<file path="src/rtl/serial_adder_pkg.sv">
// Shared types and defaults for the bit-serial adder.
package serial_adder_pkg;

  // Operand width used when the instantiating level does not override it.
  localparam int DEFAULT_WIDTH = 8;

  // Control states: waiting, shifting one bit per clock, one-cycle completion.
  typedef enum logic [1:0] {
    IDLE = 2'd0,
    RUN  = 2'd1,
    DONE = 2'd2
  } state_t;

endpackage

</file>
<file path="src/rtl/serial_adder_full_adder_bit.sv">
// One-bit full adder built from two half-adder cells (XOR for sum, AND for
// carry) with their carries merged by an OR.
module full_adder_bit (
  input  logic a,
  input  logic b,
  input  logic cin,
  output logic sum,
  output logic cout
);

  logic ha0_sum;
  logic ha0_carry;
  logic ha1_carry;

  // First half adder combines the two operand bits.
  assign ha0_sum   = a ^ b;
  assign ha0_carry = a & b;

  // Second half adder folds in the incoming carry.
  assign sum       = ha0_sum ^ cin;
  assign ha1_carry = ha0_sum & cin;

  // Either half adder may generate the carry-out, never both.
  assign cout      = ha0_carry | ha1_carry;

endmodule

</file>
<file path="src/rtl/serial_adder.sv">
// Bit-serial unsigned adder: one bit of each operand per clock, LSB first,
// with the running carry held in a flip-flop. A result and a one-cycle done
// pulse appear WIDTH edges after the start is accepted.
module serial_adder
  import serial_adder_pkg::*;
#(
  parameter int WIDTH = DEFAULT_WIDTH
) (
  input  logic             clk,
  input  logic             rst,
  input  logic             start,
  input  logic [WIDTH-1:0] A,
  input  logic [WIDTH-1:0] B,
  output logic             busy,
  output logic             done,
  output logic [WIDTH-1:0] S,
  output logic             CO
);

  localparam int CNT_W = (WIDTH > 1) ? $clog2(WIDTH) : 1;
  localparam logic [CNT_W-1:0] LAST_CNT = CNT_W'(WIDTH - 1);

  state_t state;
  state_t state_next;

  logic [WIDTH-1:0] shift_a;
  logic [WIDTH-1:0] shift_b;
  logic [WIDTH-1:0] acc;
  logic [CNT_W-1:0] cnt;
  logic             carry;
  logic             accept;
  logic             last_bit;
  logic             fa_sum;
  logic             fa_cout;

  // The single adder cell always looks at the current LSBs and stored carry.
  full_adder_bit u_fa (
    .a    (shift_a[0]),
    .b    (shift_b[0]),
    .cin  (carry),
    .sum  (fa_sum),
    .cout (fa_cout)
  );

  // Next-state decode; start only matters when no operation is in flight.
  always_comb begin
    state_next = state;
    accept     = 1'b0;
    last_bit   = (cnt == LAST_CNT);
    case (state)
      IDLE: begin
        if (start) begin
          accept     = 1'b1;
          state_next = RUN;
        end
      end
      RUN: begin
        if (last_bit) begin
          state_next = DONE;
        end
      end
      DONE: begin
        if (start) begin
          accept     = 1'b1;
          state_next = RUN;
        end else begin
          state_next = IDLE;
        end
      end
      default: state_next = IDLE;
    endcase
  end

  // State register.
  always_ff @(posedge clk) begin
    if (rst) begin
      state <= IDLE;
    end else begin
      state <= state_next;
    end
  end

  // Operand shifters, carry, accumulator and counter; results land in S/CO
  // only on the final bit so earlier results stay visible until then.
  always_ff @(posedge clk) begin
    if (rst) begin
      shift_a <= '0;
      shift_b <= '0;
      acc     <= '0;
      cnt     <= '0;
      carry   <= 1'b0;
      S       <= '0;
      CO      <= 1'b0;
    end else if (accept) begin
      shift_a <= A;
      shift_b <= B;
      acc     <= '0;
      cnt     <= '0;
      carry   <= 1'b0;
    end else if (state == RUN) begin
      shift_a <= shift_a >> 1;
      shift_b <= shift_b >> 1;
      acc     <= {fa_sum, acc[WIDTH-1:1]};
      carry   <= fa_cout;
      if (last_bit) begin
        S  <= {fa_sum, acc[WIDTH-1:1]};
        CO <= fa_cout;
      end else begin
        cnt <= cnt + 1'b1;
      end
    end
  end

  // Status flags are registered from the next state so they change on the
  // same edge as the state and never overlap.
  always_ff @(posedge clk) begin
    if (rst) begin
      busy <= 1'b0;
      done <= 1'b0;
    end else begin
      busy <= (state_next == RUN);
      done <= (state_next == DONE);
    end
  end

endmodule

</file>
<file path="config.mk">
export PLATFORM = sky130hd
export DESIGN_NAME = serial_adder
export DESIGN_NICKNAME = d
export VERILOG_FILES = /design/src/rtl/serial_adder_pkg.sv /design/src/rtl/serial_adder_full_adder_bit.sv /design/src/rtl/serial_adder.sv
export SDC_FILE = /design/constraint.sdc
export NUM_CORES = 1
export LEC_CHECK = 0
export CAP_MARGIN = 20
export CORE_MARGIN = 1
export CORE_UTILIZATION = 55
export CTS_CLUSTER_DIAMETER = 150
export DETAILED_ROUTE_END_ITERATION = 7
export DONT_BUFFER_PORTS = 1
export PLACE_DENSITY_LB_ADDON = 0.3
export SLEW_MARGIN = 30
export SYNTH_ARGS = -nofsm -noshare
export SYNTH_HDL_FRONTEND = slang
export SYNTH_SLANG_ARGS = --single-unit
</file>
<file path="constraint.sdc">
create_clock -name clk -period 1.87 [get_ports clk]
set_clock_uncertainty 0.15 [all_clocks]
set_input_delay 0.187 -clock clk [delete_from_list [all_inputs] [get_ports clk]]
set_output_delay 0.187 -clock clk [all_outputs]
set_load 0.01 [all_outputs]
</file>
== Yosys cells after proc, flatten, opt, wreduce, memory -nomap -nowiden ==
Index checks and enable logic that the tools add are counted.
Widths: inputs -> output; s select.
Storage, ports and cells
  flip-flop bits (word level): 41
  output and inout bits: 11
  word-level logic and storage cells: 39
Cells by class
  $add $sub $neg: 1
  reductions and logical operators: 6
  mux-type cells: 10
  bitwise operators: 7
  equality and inequality tests: 5
Operators with widths (count)
  $mux 8: 4
  $pmux 2 s3: 1
  $eq 2x1->1 const B: 2
  $eq 2x2->1 const B: 2
  $mux 2: 2
  $reduce_or 2->1: 2
  $add 3x1->3 const B: 1
  $eq 3x3->1 const B: 1
  $mux 1: 3
  $reduce_and 3->1: 1
  $and 1x1->1: 2
  $logic_not 2->1: 1
  $not 1->1: 2
  $reduce_and 2->1: 1
  $reduce_bool 2->1: 1
  $xor 1x1->1: 2
  $or 1x1->1: 1

== Logic depth before layout (Yosys ltp) ==
Gate-level depths: netlist (run 1).
  depth after elaboration: 5
  gate-level depth with buffers: 5
  depth with buffers taken out: 5

== Hierarchy ==
From an unflattened synthesis (run 1), not the netlist that was laid out.
Second synthesis, totals
  cell total of the unflattened synthesis: 183
  area, all modules: 1575.3 sq um
By module, submodules not included
  serial_adder: sequential area each 800.8 sq um, times used 1, area each 1555.2 sq um, cells an instance 182
  full_adder_bit: sequential area each 0.0 sq um, times used 1, area each 20.0 sq um, cells an instance 1

== Least setup slack after synthesis (run 1) ==
OpenSTA, ideal clock, no wires.
  path type: reg-to-reg
  from: reg cnt[0]
  to: reg cnt[0]
  data arrival time: 1244 ps
  cell stages (with the launch flop): 6
  slack: 358 ps
  data required time: 1603 ps
  cells stage by stage: dfxtp_1 > ha_1 > ha_1 > nor3b_1 > xnor2_1 > nor2_1
Between the ends
  longest elaborated chain between the ends: 3
  elaborated cells between the ends (all ways): 4
  classes of those cells: add/sub: 1; eq/ne: 1; bitwise: 1; reduce/logical: 1
RTL lines
  start: declaration: RTL line serial_adder.sv:29  | logic [CNT_W-1:0] cnt;
  start signal: assignment: RTL line serial_adder.sv:109  | cnt <= cnt + 1'b1;
  branches (longest 3 deep; another with $add 3x1->3)
Parallel ways; which one is timed is not known.
A chain may end at the register's enable or synchronous reset.

== Worst setup path after layout (run 1) ==
  from: reg state[0]
  to: reg shift_a[2]
Between the ends
  longest elaborated chain between the ends: 4
  elaborated cells between the ends (all ways): 7
  classes of those cells: eq/ne: 2; mux: 2; reduce/logical: 3
RTL lines
  start: declaration: RTL line serial_adder.sv:23  | state_t state;
  start signal: assignment: RTL line serial_adder.sv:79  | state <= state_next;
  $eq 2x2->1 or $logic_not 2->1 (tied branches): RTL line serial_adder.sv:50  | case (state)
  $reduce_or 2->1 (no line)
  $mux 1
  $mux 8 or $reduce_bool 2->1 (tied branches)
  end signal: assignment: RTL line serial_adder.sv:101  | shift_a <= shift_a >> 1;
  end: declaration: RTL line serial_adder.sv:26  | logic [WIDTH-1:0] shift_a;
Several ways; a longest one is shown, not always the timed one.

==> results of run 1 <==
-- layout make-up --
cell class	instances	share of cell area
flip-flops and latches	40	0.4375
multi-input cells	128	0.3787
clock buffers	5	0.02051
repair buffers	24	0.1189
clock inverters	3	0.02324
well taps	31	0.02119
-- worst reg2reg max path, stage by stage, from the launching register on --
cell	delay (ns)
sky130_fd_sc_hd__dfxtp_1	0.44
sky130_fd_sc_hd__nor2b_2	0.44
sky130_fd_sc_hd__buf_4	0.22
sky130_fd_sc_hd__nand2_1	0.06
sky130_fd_sc_hd__a311oi_1	0.29
-- placed cells by master, fill, tap and decap left out, types with 3 or more instances in the layout --
cell type / synthesis / final
sky130_fd_sc_hd__nand2b_1: 4 / 4
sky130_fd_sc_hd__buf_4: 3 / 7
sky130_fd_sc_hd__dfxtp_1: 40 / 40
sky130_fd_sc_hd__ha_1: 3 / 3
sky130_fd_sc_hd__o22ai_1: 7 / 7
sky130_fd_sc_hd__nand3_1: 12 / 12
sky130_fd_sc_hd__clkbuf_4: 0 / 5
sky130_fd_sc_hd__nor2_1: 7 / 7
sky130_fd_sc_hd__nor3_1: 15 / 15
sky130_fd_sc_hd__a21oi_1: 23 / 23
sky130_fd_sc_hd__a311oi_1: 4 / 4
sky130_fd_sc_hd__dlygate4sd3_1: 0 / 16
sky130_fd_sc_hd__nand2_1: 38 / 38
-- per-stage QoR --
step / hold slack (ns) / total power, W / instances
floorplan: 0.1730 / 0.001064 / 183
global placement: 0.1098 / 0.001072 / 206
detailed placement: 0.1114 / 0.001079 / 206
CTS: 0.03772 / 0.001668 / 231
global route: 0.07411 / 0.001735 / 231
finish: 0.05847 / 0.001668 / 231
-- final timing paths --
path	start	end	slack, ns
setup / recovery	state[0]	shift_a[2]	0.19
hold / removal	start	state[0]	0.06
setup reg to reg	state[0]	shift_a[2]	0.19
hold reg to reg	acc[1]	acc[1]	0.32
-- power by group through the flow --
stage	combinational (W)	sequential (W)	clock (W)
floorplan	0.000137	0.000926	0
global placement	0.000142	0.000930	0
detailed placement	0.000146	0.000933	0
CTS	0.000185	0.000914	0.000570
global route	0.000210	0.000920	0.000604
finish	0.000189	0.000915	0.000564
-- synth_stat cells --
library cell / number / area, um2
sky130_fd_sc_hd__a311oi_1: 4 / 35.03
sky130_fd_sc_hd__a22oi_1: 2 / 15.01
sky130_fd_sc_hd__fa_1: 1 / 20.02
sky130_fd_sc_hd__nand2_1: 38 / 142.6
sky130_fd_sc_hd__nor2b_1: 1 / 6.260
sky130_fd_sc_hd__nor3b_1: 2 / 15.01
sky130_fd_sc_hd__o21ai_0: 2 / 10.01
sky130_fd_sc_hd__xnor2_1: 1 / 8.760
sky130_fd_sc_hd__a311oi_2: 1 / 15.01
sky130_fd_sc_hd__dfxtp_1: 40 / 800.8
sky130_fd_sc_hd__nor2_1: 7 / 26.28
sky130_fd_sc_hd__buf_1: 2 / 7.510
sky130_fd_sc_hd__nor3_1: 15 / 75.07
sky130_fd_sc_hd__mux2i_1: 1 / 10.01
sky130_fd_sc_hd__and2b_1: 1 / 7.510
sky130_fd_sc_hd__buf_6: 2 / 22.52
sky130_fd_sc_hd__nand2_2: 1 / 6.260
sky130_fd_sc_hd__a21oi_1: 23 / 115.1
sky130_fd_sc_hd__ha_1: 3 / 37.54
sky130_fd_sc_hd__nand3b_1: 1 / 7.510
sky130_fd_sc_hd__clkbuf_1: 1 / 3.750
sky130_fd_sc_hd__buf_2: 7 / 35.03
sky130_fd_sc_hd__buf_4: 3 / 22.52
sky130_fd_sc_hd__nand2b_1: 4 / 25.02
sky130_fd_sc_hd__o22ai_1: 7 / 43.79
sky130_fd_sc_hd__nand3_1: 12 / 60.06
sky130_fd_sc_hd__a221oi_1: 1 / 8.760
-- metal layers --
layer	GRT usage	wire, um	part of all wire	up-vias
met1	0.2961	1501	0.44	636
met3	0.07907	190	0.056	8
met5	0	0	0	-
met2	0.3821	1659	0.48	37
met4	0.1036	70	0.020	0
li1	-	-	-	667
-- registers in the layout, summed over array words and instances, names as in the netlist --
signal	count
shift_a	8
state	2
S	8
carry	1
shift_b	8
cnt	3
done	1
acc	7
CO	1
busy	1
-- repair_timing --
action	4_1_cts	5_1_grt
endpoints found under the hold margin	29	0
hold buffers	17	0
setup endpoints to repair	0	0
-- cells by family after synthesis --
kind of cell | Yosys count | share of synthesized area
AOI/OAI and AO/OA | 40 | 0.1534
xor gates and xnor gates | 1 | 0.005535
adders and majority gates | 4 | 0.03637
buffers and inverters | 15 | 0.05770
DFF | 40 | 0.5059
muxes | 1 | 0.006324
and+or+nand+nor | 82 | 0.2348
==> flow_summary.toml, run 1 <==
[grt]
vias_in_the_first_global_route = 1291
grt_start_max_net_pins = 30
globalRouteTotalUtil = 0.2394
grt_antenna_before_repair = 0
grt-ovfl-total = 0
first_pass_grt_wire_length_mm = 5.740

[critical_path]
critical_path.cell_chain = "nor2b_2 > buf_4 > nand2_1 > a311oi_1"
criticalPathCategory = "register to register"
worst-r2r-cell-count = 4
family_with_the_most_delay_on_the_worst_path = "simple AND/OR/NAND/NOR gates"
worst_ep_arrival_time_ns = 1.79
critical_path_required_ns = 1.97
worst-path-stages = 4
worstPathMaxFanout = 9
cell_with_the_biggest_individual_delay_on_the_critical_path = "sky130_fd_sc_hd__dfxtp_1"
critical_path.startpoint_type = "register"
crit_path_end_kind = "register"
timing.critical_path.slowest_cell_delay_ns = 0.44
critical_path.n_buffers_inverters = 1

[timing]
max_freq_mhz = 594.2
worst_slew_margin_rel = 0.6471
worst_slew_pin_slew_ns = 0.5294
fin_setup_tns_ns = 0
slew_viol_final = 0
min_period_over_period = 0.8999
timing.final.ws_setup_ns = 0.1871
period_needed_ns = 1.683
setup-violations-final = 0
rsz0062_at_grt = "false"
report.final.hold_viol_count = 0

[floorplan]
area_inside_the_core_boundary_um2 = 2734
initial_core_util = 0.5789
io_pins = 30
die-height_um = 55.65
rows = 19
die_x_um = 55.65
die_area_um2 = 3096

[power_and_ir_drop]
power.static_leakage_nw = 0.6510
power.density_nw_per_um2 = 911.2
combinationalPowerShare = 0.113
clockPowerShare = 0.338
switching_share = 0.2494
power_frac_seq = 0.549
power_switching_w = 0.0004160
peakVddDrop_v = 0.0007109
total_internal_power_w = 0.001252

[synthesis]
post_synth_num_cell_types = 27
synth-seq-cells = 40
synth_sequential_area_ratio = 0.5059
yosysWarnings = 0
netlist_instances = 183
mappedNetlistArea_um2 = 1583
synthesized_area_divided_by_synthesized_cell_count_um2 = 8.649
post_synthesis_net_count = 206

[clocking]
clk_pin_slew_worst_paths_ns = 0.11
tritoncts = "yes"
clk_latency_ns = 0.35
cts_buffers = 5
cts_resized = 0
numClockSinks = 40
cts.root.buffer_cell = "sky130_fd_sc_hd__clkbuf_4"
cts.repair_timing.setup_buffer_count = 0
htree_levels = 2
cts_buffer_depth = 2

[min_path]
worstHoldPathCells = 3
path_class_of_the_lowest_slack_min_delay_path = "input port to register"

[cells_and_area]
num_antenna_cells = 0
num-fill-cells = 225
multiInputGateArea_um2 = 693.2
area_growth_syn_to_layout_pct = 15.65
post-route-util = 0.6696
stdcell_area_um2 = 1831
nNetsFinal = 222
area.sequential_um2 = 800.8
fraction_of_layout_cells_with_a_size_suffix_above_1 = 0.09500

[route]
route.antenna.remaining_nets = 0
via_per_inst = 5.835
detail_route.wirelength_mm = 3.422
route.detailed.drc = 0
detailroute.via_count = 1348
routedWlPerCell_um = 14.81
initialDrtViolationCount = 54
dr.pass1.iters = 4

[outcome]
run_status = "finished clean"

[placement]
port_buffers = 0
gp_congestion = 0.7448
placed_area_um2 = 1585
dp_worst_setup_slack_ns = 0.2254
detailedPlacementHpwl_mm = 2.109

[job]
max_cap_viol_count = 0
Power figures use the tool's default switching activity.
==> run 2: changes to the inputs <==
--- a/config.mk
+++ b/config.mk
@@ -11,7 +11,8 @@
 export CTS_CLUSTER_DIAMETER = 150
 export DETAILED_ROUTE_END_ITERATION = 7
 export DONT_BUFFER_PORTS = 1
-export PLACE_DENSITY_LB_ADDON = 0.3
+export PLACE_DENSITY = 0.79
+export SKIP_LAST_GASP = 1
 export SLEW_MARGIN = 30
 export SYNTH_ARGS = -nofsm -noshare
 export SYNTH_HDL_FRONTEND = slang
==> run 2 against run 1 <==
  * Worst hold slack worse by 0.0099 ns
  * Sequential cell count unchanged
  * Non-clock buffer count down 2
  * Critical path depth up 1
  * First-iteration DRC count down 26%
  * Design area down 1.4%
  * Global-route usage down 0.97 points
  * Combinational power down 3%
  * Critical path type unchanged
  * Largest power group unchanged
==> flow_summary.toml, run 2 (synthesis results as in run 1) <==
[grt]
grt_start_max_net_pins = 30
globalRouteTotalUtil = 0.2297
grt_antenna_before_repair = 1
vias_in_the_first_global_route = 1231
grt-ovfl-total = 0
first_pass_grt_wire_length_mm = 5.437

[route]
via_per_inst = 5.813
route.antenna.remaining_nets = 0
initialDrtViolationCount = 40
detail_route.wirelength_mm = 3.303
detailroute.via_count = 1337
routedWlPerCell_um = 14.36
route.detailed.drc = 0
dr.pass1.iters = 4

[floorplan]
die-height_um = 55.65
io_pins = 30
initial_core_util = 0.5789
area_inside_the_core_boundary_um2 = 2734
die_area_um2 = 3096
rows = 19
die_x_um = 55.65

[clocking]
clk_latency_ns = 0.35
cts.root.buffer_cell = "sky130_fd_sc_hd__clkbuf_4"
cts_buffers = 5
clk_pin_slew_worst_paths_ns = 0.11
cts_resized = 0
tritoncts = "yes"
numClockSinks = 40
htree_levels = 2
cts_buffer_depth = 2

[critical_path]
criticalPathCategory = "register to register"
cell_with_the_biggest_individual_delay_on_the_critical_path = "sky130_fd_sc_hd__nor3b_1"
timing.critical_path.slowest_cell_delay_ns = 0.41
critical_path_required_ns = 1.95
critical_path.cell_chain = "ha_1 > ha_1 > nor3b_1 > xnor2_1 > nor2_1"
critical_path.n_buffers_inverters = 0
worst_ep_arrival_time_ns = 1.81
worstPathMaxFanout = 5
timing.reg2reg.setup_slack_ns = 0.14
critical_path.startpoint_type = "register"
worst-r2r-cell-count = 5
crit_path_end_kind = "register"
family_with_the_most_delay_on_the_worst_path = "simple AND/OR/NAND/NOR gates"
cp_common_cell = "sky130_fd_sc_hd__ha_1"
r2r_start = "cnt[0]"
reg2reg_to = "cnt[0]"

[placement]
gp_congestion = 0.7696
placed_area_um2 = 1570
port_buffers = 0
detailedPlacementHpwl_mm = 2.044

[timing]
min_period_over_period = 0.9276
slew_viol_final = 0
setup-violations-final = 0
fin_setup_tns_ns = 0
period_needed_ns = 1.735
max_freq_mhz = 576.5
report.final.hold_viol_count = 0
rsz0062_at_grt = "false"
fin_worst_hold_slack_ns = 0.04854
worst_slew_pin_slew_ns = 0.5218
worst_slew_margin_rel = 0.6521

[min_path]
worst_hold_path.endpoint = "state[0]"
worstHoldPathCells = 2
path_class_of_the_lowest_slack_min_delay_path = "input port to register"
min_from = "start"

[cells_and_area]
layout_top_registers = "S: 8 flops, shift_a: 8 flops, shift_b: 8 flops"
mostFrequentLayoutCells = "40 x sky130_fd_sc_hd__dfxtp_1, 38 x sky130_fd_sc_hd__nand2_1, 23 x sky130_fd_sc_hd__a21oi_1"
nNetsFinal = 220
stdcell_area_um2 = 1804
num-fill-cells = 232
fraction_of_layout_cells_with_a_size_suffix_above_1 = 0.08586
layout.cells.most_common = "sky130_fd_sc_hd__dfxtp_1"
area.sequential_um2 = 800.8
multiInputGateArea_um2 = 693.2
area_growth_syn_to_layout_pct = 13.99

[outcome]
run_status = "finished clean"

[power_and_ir_drop]
total_power_w = 0.001564
power.density_nw_per_um2 = 867.1
power.static_leakage_nw = 0.6306
peakVddDrop_v = 0.0007463

[job]
max_cap_viol_count = 0
==> run 2: cell types whose count changed in the layout (fill, tap and decap cells not counted), sizes merged <==
cell | previous run | this run
diode | 0 | 1
bufinv | 1 | 0
clkinv | 1 | 0
buf | 8 | 6
clkbuf | 5 | 6
clkinvlp | 1 | 2
==> run 2: metal layers <==
metal	vias to the layer above	track usage	routed length, um
met2	43	0.3632	1619
met5	-	0	0
li1	661	-	-
met4	0	0.09643	66
met3	7	0.09070	237
met1	626	0.2786	1380
==> run 2: where the power goes <==
group,switching (W),internal [W]
clock network,0.000283,0.000182
registers,0.0000245,0.000890
logic,0.000105,0.0000791
==> run 2: timing repair <==
item                      4_1_cts  5_1_grt
setup buffers                   0        0
hold endpoints to repair       29        0
hold buffers                   17        0
==> run 2: cell type report <==
| class | instances | area share |
|---|---|---|
| sequential | 40 | 0.4438 |
| multi-input combinational | 128 | 0.3842 |
| timing repair buffer | 22 | 0.1123 |
| clock buffer | 6 | 0.02843 |
| tap | 31 | 0.02150 |
| clock inverter | 2 | 0.008322 |
| antenna | 1 | 0.001387 |
==> run 2: how the worst max path moves through the flow <==
stage | from | end | depth (start not counted) | slack (ns)
2_1_floorplan | cnt[0] | cnt[0] | 5 | 0.36
3_3_place_gp | cnt[0] | cnt[0] | 5 | 0.31
3_5_place_dp | cnt[0] | cnt[0] | 5 | 0.16
4_1_cts | cnt[0] | cnt[0] | 5 | 0.14
5_1_grt | cnt[0] | cnt[0] | 5 | 0.06
6_report | cnt[0] | cnt[0] | 5 | 0.14
==> run 2: stage by stage <==
step                      setup slack (ns)    util  cells
after CTS                           0.1378  0.6609    229
after detailed placement            0.1600  0.5744    204
after global routing               0.06463  0.6600    230
after global placement              0.3060  0.5744    204
after floorplan                     0.3585       -    183
final                               0.1355  0.6600    230
==> run 3: changes to the inputs <==
--- a/config.mk
+++ b/config.mk
@@ -11,9 +11,11 @@
 export CTS_CLUSTER_DIAMETER = 150
 export DETAILED_ROUTE_END_ITERATION = 7
 export DONT_BUFFER_PORTS = 1
+export GPL_TIMING_DRIVEN = 0
+export MAX_ROUTING_LAYER = met4
 export PLACE_DENSITY = 0.79
 export SKIP_LAST_GASP = 1
-export SLEW_MARGIN = 30
+export SLEW_MARGIN = 10
 export SYNTH_ARGS = -nofsm -noshare
 export SYNTH_HDL_FRONTEND = slang
 export SYNTH_SLANG_ARGS = --single-unit
==> run 3 against run 2 <==
  * Final cell count rose by 5.7%
  * Via count rose by 5.5%
  * Total power rose by 7.4%
  * Global-route usage rose by 2.3 points
  * Critical path depth fell by 1
  * Routed wire length rose by 6.7%
  * Maximum frequency rose by 1.8%
  * Worst hold slack improved by 0.081 ns
  * Die area did not move
  * Sequential power barely moved
  * First-iteration DRC count rose by 25%
  * Sequential cell count did not move
==> flow_summary.toml, run 3 (synthesis results as in run 1) <==
[route]
route.detailed.drc = 0
dr.pass1.iters = 4
detail_route.wirelength_mm = 3.525
initialDrtViolationCount = 50
routedWlPerCell_um = 14.51
route.antenna.remaining_nets = 0
detailroute.via_count = 1410
via_per_inst = 5.802

[floorplan]
initial_core_util = 0.5789
area_inside_the_core_boundary_um2 = 2734
rows = 19
io_pins = 30
die_area_um2 = 3096
die_x_um = 55.65
die-height_um = 55.65

[clocking]
cts_buffers = 5
cts.root.buffer_cell = "sky130_fd_sc_hd__clkbuf_4"
tritoncts = "yes"
ctsHoldBuffers = 21
numClockSinks = 40
cts.repair_timing.setup_buffer_count = 0
clk_latency_ns = 0.35
cts_resized = 0
clk_pin_slew_worst_paths_ns = 0.12
htree_levels = 2
cts_buffer_depth = 2

[power_and_ir_drop]
peakVddDrop_v = 0.0007886
power.density_nw_per_um2 = 880.9
power.static_leakage_nw = 0.6916

[critical_path]
critical_path.n_buffers_inverters = 1
critical_path.startpoint_type = "register"
reg2reg_to = "shift_a[2]"
criticalPathCategory = "register to register"
timing.critical_path.slowest_cell_delay_ns = 0.55
cell_with_the_biggest_individual_delay_on_the_critical_path = "sky130_fd_sc_hd__dlygate4sd3_1"
crit_path_end_kind = "register"
critical_path.cell_chain = "nand2b_1 > nor2_1 > dlygate4sd3_1 > a311oi_1"
worstPathMaxFanout = 6
family_with_the_most_delay_on_the_worst_path = "buffers and inverters"
r2r_start = "state[0]"
worst_ep_arrival_time_ns = 1.82
critical_path_required_ns = 1.98
worst-r2r-cell-count = 4
timing.reg2reg.setup_slack_ns = 0.17

[timing]
period_needed_ns = 1.703
max_freq_mhz = 587.1
worst_slew_margin_rel = 0.6518
report.final.hold_viol_count = 0
fin_setup_tns_ns = 0
slew_viol_final = 0
worst_slew_pin_slew_ns = 0.5223
min_period_over_period = 0.9108
setup-violations-final = 0
rsz0062_at_grt = "false"

[cells_and_area]
num_antenna_cells = 0
area_growth_syn_to_layout_pct = 20.55
nNetsFinal = 234
fin_cells = 243
layout_top_registers = "S: 8 flops, shift_a: 8 flops, shift_b: 8 flops"
num-fill-cells = 219
fraction_of_layout_cells_with_a_size_suffix_above_1 = 0.09906
mostFrequentLayoutCells = "40 x sky130_fd_sc_hd__dfxtp_1, 38 x sky130_fd_sc_hd__nand2_1, 23 x sky130_fd_sc_hd__a21oi_1"
layout.cells.most_common = "sky130_fd_sc_hd__dfxtp_1"

[min_path]
worstHoldPathCells = 2
path_class_of_the_lowest_slack_min_delay_path = "input port to register"
worst_hold_path.endpoint = "shift_a[0]"
min_from = "rst"

[placement]
place_inst = 214
port_buffers = 0
detailedPlacementHpwl_mm = 2.237
gp_congestion = 0.8142

[grt]
first_pass_grt_wire_length_mm = 5.782
grt-ovfl-total = 0
vias_in_the_first_global_route = 1314
grt_start_max_net_pins = 13
grt_antenna_before_repair = 0
globalRouteTotalUtil = 0.2526

[job]
max_cap_viol_count = 0

[outcome]
run_status = "finished clean"
==> run 3: cell types whose count changed in the layout (fill, tap and decap cells not counted), sizes merged <==
cell	previous run	this run
buf	6	14
dlygate4sd3	16	21
clkinvlp	2	0
bufinv	0	1
clkbuf	6	7
clkinv	0	1
diode	1	0
==> run 3: cell type report <==
| cell class | instances | area (um2) | area share |
|---|---|---|---|
| flip-flops and latches | 40 | 800.8 | 0.4197 |
| clock inverters | 2 | 35.03 | 0.01836 |
| plain buffers | 15 | 91.34 | 0.04787 |
| clock buffers | 6 | 41.29 | 0.02164 |
| multi-input cells | 128 | 690.7 | 0.3620 |
| repair buffers | 21 | 210.2 | 0.1102 |
| well taps | 31 | 38.79 | 0.02033 |
==> run 3: worst max-delay path by stage <==
stage	from	end	slack, ns	cells past startpoint
CTS	state[0]	shift_a[2]	0.18	4
detailed placement	cnt[0]	cnt[0]	0.25	5
finish	state[0]	shift_a[2]	0.17	4
global route	state[0]	shift_a[2]	0.09	4
floorplan	cnt[0]	cnt[0]	0.36	5
global placement	cnt[0]	cnt[0]	0.27	5
==> run 3: per-stage QoR <==
step                total power (W)  area, um2  hold WS (ns)  utilization  setup WS (ns)
floorplan                  0.001064       1583        0.1730            -         0.3585
global placement           0.001095       1622        0.1811       0.5931         0.2716
detailed placement         0.001103       1622        0.1947       0.5931         0.2492
CTS                        0.001683       1908       0.09079       0.6979         0.1812
global route               0.001744       1908        0.1493       0.6979        0.08909
finish                     0.001681       1908        0.1300       0.6979         0.1668
==> run 3: metal layers <==
| metal | GRT usage | vias to the layer above | share of wire |
|---|---|---|---|
| met1 | 0.3011 | 670 | 0.43 |
| met5 | - | - | 0 |
| li1 | - | 693 | - |
| met3 | 0.04419 | 6 | 0.060 |
| met2 | 0.4010 | 41 | 0.49 |
| met4 | 0.1500 | 0 | 0.015 |
==> run 3: worst reg2reg max path: cells and delay by family, from the launching register on <==
family	cells	cell delay [ns]
DFF	1	0.42
AOI/OAI and AO/OA	1	0.23
buffers and inverters	1	0.56
and+or+nand+nor	2	0.27
==> run 3: report_power, final <==
part           switching [W]  internal, W
Combinational       0.000113    0.0000986
Sequential         0.0000241     0.000890
Clock               0.000275     0.000280
Total               0.000412      0.00127
